==> config.mk <==
export PLATFORM = sky130hd
export DESIGN_NAME = axis_delay_pipe
export DESIGN_NICKNAME = d
export VERILOG_FILES = /design/src/rtl/axis_delay_pipe.sv
export SDC_FILE = /design/constraint.sdc
export NUM_CORES = 1
export LEC_CHECK = 0
export CORE_MARGIN = 1.5
export CORE_UTILIZATION = 55
export DETAILED_ROUTE_END_ITERATION = 10
export PLACE_DENSITY = 0.88
export SYNTH_ARGS = -nofsm -noshare
export SYNTH_HDL_FRONTEND = slang
export SYNTH_SLANG_ARGS = --single-unit
==> constraint.sdc <==
create_clock -name clk_i -period 2.29 [get_ports clk_i]
set_input_delay 0.229 -clock clk_i [delete_from_list [all_inputs] [get_ports clk_i]]
set_output_delay 0.229 -clock clk_i [all_outputs]
set_load 0.005 [all_outputs]
==> src/rtl/axis_delay_pipe.sv <==
// AXI4-Stream delay line of DEPTH bubble-collapsing register stages.
// Define AXIS_DELAY_PIPE_OCC_EN to add the registered occupancy_o count.
module axis_delay_pipe #(
    parameter int AXIS_DATA_WIDTH = 64,
    parameter int DEPTH           = 4
) (
    input  logic                         clk_i,
    input  logic                         rst_i,
    input  logic                         s_axis_tvalid,
    input  logic [AXIS_DATA_WIDTH-1:0]   s_axis_tdata,
    input  logic [AXIS_DATA_WIDTH/8-1:0] s_axis_tstrb,
    input  logic                         s_axis_tlast,
    output logic                         s_axis_tready,
    output logic                         m_axis_tvalid,
    output logic [AXIS_DATA_WIDTH-1:0]   m_axis_tdata,
    output logic [AXIS_DATA_WIDTH/8-1:0] m_axis_tstrb,
    output logic                         m_axis_tlast,
    input  logic                         m_axis_tready
`ifdef AXIS_DELAY_PIPE_OCC_EN
    ,
    output logic [5:0]                   occupancy_o
`endif
);

    localparam int SW = AXIS_DATA_WIDTH / 8;

    generate
        if (DEPTH == 0) begin : g_pass
            assign m_axis_tvalid = s_axis_tvalid;
            assign m_axis_tdata  = s_axis_tdata;
            assign m_axis_tstrb  = s_axis_tstrb;
            assign m_axis_tlast  = s_axis_tlast;
            assign s_axis_tready = m_axis_tready;
`ifdef AXIS_DELAY_PIPE_OCC_EN
            assign occupancy_o   = 6'd0;
`endif
        end else begin : g_pipe
            logic [DEPTH-1:0]                      valid_q, valid_d;
            logic [DEPTH-1:0][AXIS_DATA_WIDTH-1:0] data_q, data_d;
            logic [DEPTH-1:0][SW-1:0]              strb_q, strb_d;
            logic [DEPTH-1:0]                      last_q, last_d;
            logic [DEPTH-1:0]                      adv;
            logic                                  s_ready;
            logic                                  load;

            // Walk from the output side: a stage can take a beat when it is
            // empty or everything downstream of it is moving.
            always_comb begin : p_ready
                logic go;
                go = m_axis_tready;
                for (int i = DEPTH - 1; i >= 0; i--) begin
                    adv[i] = valid_q[i] & go;
                    go     = ~valid_q[i] | go;
                end
                s_ready = go;
            end

            assign load = s_axis_tvalid & s_ready;

            always_comb begin
                valid_d = valid_q;
                data_d  = data_q;
                strb_d  = strb_q;
                last_d  = last_q;
                if (load) begin
                    valid_d[0] = 1'b1;
                    data_d[0]  = s_axis_tdata;
                    strb_d[0]  = s_axis_tstrb;
                    last_d[0]  = s_axis_tlast;
                end else if (adv[0]) begin
                    valid_d[0] = 1'b0;
                end
                for (int i = 1; i < DEPTH; i++) begin
                    if (adv[i-1]) begin
                        valid_d[i] = 1'b1;
                        data_d[i]  = data_q[i-1];
                        strb_d[i]  = strb_q[i-1];
                        last_d[i]  = last_q[i-1];
                    end else if (adv[i]) begin
                        valid_d[i] = 1'b0;
                    end
                end
            end

            always_ff @(posedge clk_i) begin
                if (rst_i) begin
                    valid_q <= '0;
                    data_q  <= '0;
                    strb_q  <= '0;
                    last_q  <= '0;
                end else begin
                    valid_q <= valid_d;
                    data_q  <= data_d;
                    strb_q  <= strb_d;
                    last_q  <= last_d;
                end
            end

            assign s_axis_tready = s_ready;
            assign m_axis_tvalid = valid_q[DEPTH-1];
            assign m_axis_tdata  = data_q[DEPTH-1];
            assign m_axis_tstrb  = strb_q[DEPTH-1];
            assign m_axis_tlast  = last_q[DEPTH-1];

`ifdef AXIS_DELAY_PIPE_OCC_EN
            logic [5:0] occ_q, occ_d;
            logic       emit;

            assign emit = adv[DEPTH-1];

            always_comb begin
                occ_d = occ_q;
                if (load && !emit) begin
                    occ_d = occ_q + 6'd1;
                end else if (emit && !load) begin
                    occ_d = occ_q - 6'd1;
                end
            end

            always_ff @(posedge clk_i) begin
                if (rst_i) begin
                    occ_q <= 6'd0;
                end else begin
                    occ_q <= occ_d;
                end
            end

            assign occupancy_o = occ_q;
`endif
        end
    endgenerate

endmodule
==> flow_summary.toml <==
[status]
status = "finished clean"

[clocking]
cts_root_buffer = "clkbuf_16"
htree_levels = 1
cts-buffers-inserted = 28
cts_tree = "done"
clock-sinks = 296
cts_resized = 0
clk_latency_ns = 0.54
clk_pin_slew_ns = 0.07
cts_buffer_depth = 3

[sta]
report.final.slew_viol_count = 0
min_period_ns = 2.12
worstMarginPinSlew_ns = 0.719
timing.fmax_mhz = 471
setup_tns_ns = 0
finalCritPeriodShare = 0.928
relSlewSlack = 0.521
rsz0062_at_grt = "no"
setup_viol = 0
fin_skew_ns = 0.0132
hold_viol_final = 0

[layout]
antenna_cells = 0
fin_cells = 1818
drive_above_1_share = 0.0589
multiInputGateArea_um2 = 6610
layout_commonest_cell = "dfxtp_1"
final_nets = 1549
nFillCells = 1903
final_cell_mix = "dfxtp_1, nand2b_1, clkdlybuf4s50_1"
ff_latch_area_um2 = 5930
syn_to_final_growth_pct = 14.7

[synth]
ys_seq_elements = 296
mappedNetlistArea_um2 = 13800
synth_top_family_by_area = "simple AND/OR/NAND/NOR gates"
ys_types = 25
syn-instance-count = 1495
synth_edf_count = 0
synthAdderAreaFrac = 0
yosys.area_share.simple = 0.236
synth-main-ff-cell = "dfxtp_1"
synth_xor_area_frac = 0
synth_compound_area_frac = 0.134
muxShareOfSynthArea = 0.106
ys_warn_count = 0
async_flop_share = 0
syn_avg_cell_area_um2 = 9.24
ys_seq_area_frac = 0.429
syn_nets = 1572

[detailed_routing]
first_iter_violations = 970
drc = 0
ant_nets = 0
via_per_inst = 5.99
wirelength_um = 31800
num_vias = 10892
drt-wirelength-per-cell_um = 17.5
drtPass1Iterations = 5

[die]
die_h_um = 161
num_io_pins = 152
initial_core_util = 0.564
core_area_um2 = 24500
fp-row-count = 57
die_w_um = 161
die_area_um2 = 26100

[worst_setup_path]
r2r_setup_slack_ns = 0.65
crit_arrival_ns = 1.90
cp-end-kind = "primary output"
cp_slowest_cell = "clkdlybuf4s50_1"
worst_path_largest_cell_delay_ns = 0.45
critPathBufInv = 1
worstSetupPathType = "reg -> out"
critPathLaunchType = "register"
crit_fanout = 9
cp_cell_sequence = "and4b_4, nand2_1, clkdlybuf4s50_1"
cp_top_family = "simple AND/OR/NAND/NOR gates"
crit_required_ns = 2.06
rr_startpoint = "g_pipe.valid_q[0]"
crit_start = "g_pipe.valid_q[3]"

[pwr]
p_per_area_nw_per_um2 = 716
irDropWorstVdd_mv = 0.468
leakagePower_nw = 5.54

[job]
max_cap_viol_count = 0

[grt]
grt_usage = 0.237
grt_overflow_total = 0
grt_pass1_vias = 10235
grt_pass1_wl_um = 51400
grt_max_degree = 115
antenna_found_initial = 0

[min_path]
worstHoldStart = "rst_i"
min_path_type = "in -> reg"

[placement]
dp.cells = 1765
io_buffers = 151
dp_hpwl_um = 18700
place_congestion = 0.773
==> kinds of logic (layout without fill, tap and decap cells) <==
family	after synthesis	after routing
multiplexers	146	146
AO/OA/AOI/OAI	296	296
flip-flops	296	296
buffers and inverters	236	235
AND/OR/NAND/NOR	521	521
==> metal layers <==
| layer | share of wire | track usage |
|---|---|---|
| met3 | 0.050 | 0.0285 |
| met4 | 0.038 | 0.109 |
| met2 | 0.48 | 0.396 |
| met1 | 0.43 | 0.306 |
| met5 | 0 | 0 |
==> registers in the layout, indices dropped and copies added, names as in the netlist <==
register,flops
m_axis_tdata,64
g_pipe.strb_q,24
m_axis_tstrb,8
g_pipe.data_q,192
g_pipe.last_q,4
g_pipe.valid_q,4
==> power by group <==
| part | switching, mW | internal (mW) | total (mW) |
|---|---|---|---|
| Sequential | 0.117 | 5.33 | 5.45 |
| Clock | 1.99 | 2.97 | 4.95 |
| Combinational | 0.490 | 0.458 | 0.948 |
| Total | 2.59 | 8.76 | 11.3 |
==> repair_timing <==
action | 4_1_cts | 5_1_grt
hold endpoints to repair | 1 | 0
hold buffers | 1 | 0
buffers inserted | 0 | 0
==> through the flow <==
step | hold WS, ns | total power, mW | cell area (um^2) | setup WS [ns] | util
after floorplan | 0.383 | 6.17 | 13800 | 0.876 | -
after global placement | 0.456 | 6.46 | 14800 | 0.318 | 0.607
after detailed placement | 0.457 | 6.50 | 14800 | 0.312 | 0.607
after CTS | 0.0848 | 11.4 | 15800 | 0.146 | 0.648
after global routing | 0.110 | 11.7 | 15800 | 0.0985 | 0.648
final | 0.104 | 11.3 | 15800 | 0.165 | 0.648
==> Yosys cell counts (all sizes together), types with 5 or more instances <==
cell,count,area (um^2)
a21oi,76,380
a31oi,73,457
buf,121,878
clkbuf,113,424
dfxtp,296,5930
mux2i,146,1460
nand2,74,278
nand2b,220,1380
nand3,73,365
nand4b,73,639
nor2,5,35.0
nor3b,73,548
o21ai,74,370
o311ai,73,639
==> worst paths after layout <==
path                                           to  depth (start not counted)
worst max-delay path                s_axis_tready                          3
worst min-delay path            g_pipe.valid_q[1]                          2
worst max register to register  g_pipe.data_q[19]                          4
worst min register to register   m_axis_tdata[63]                          2
==> final cells by class <==
cell class | instances | share of cell area
inverter | 2 | 0.000474
timing repair buffer | 181 | 0.119
multi-input combinational | 963 | 0.417
tap | 324 | 0.0256
sequential | 296 | 0.374
clock inverter | 13 | 0.0108
clock buffer | 39 | 0.0520
No activity file was read; power rests on OpenSTA's default activity.
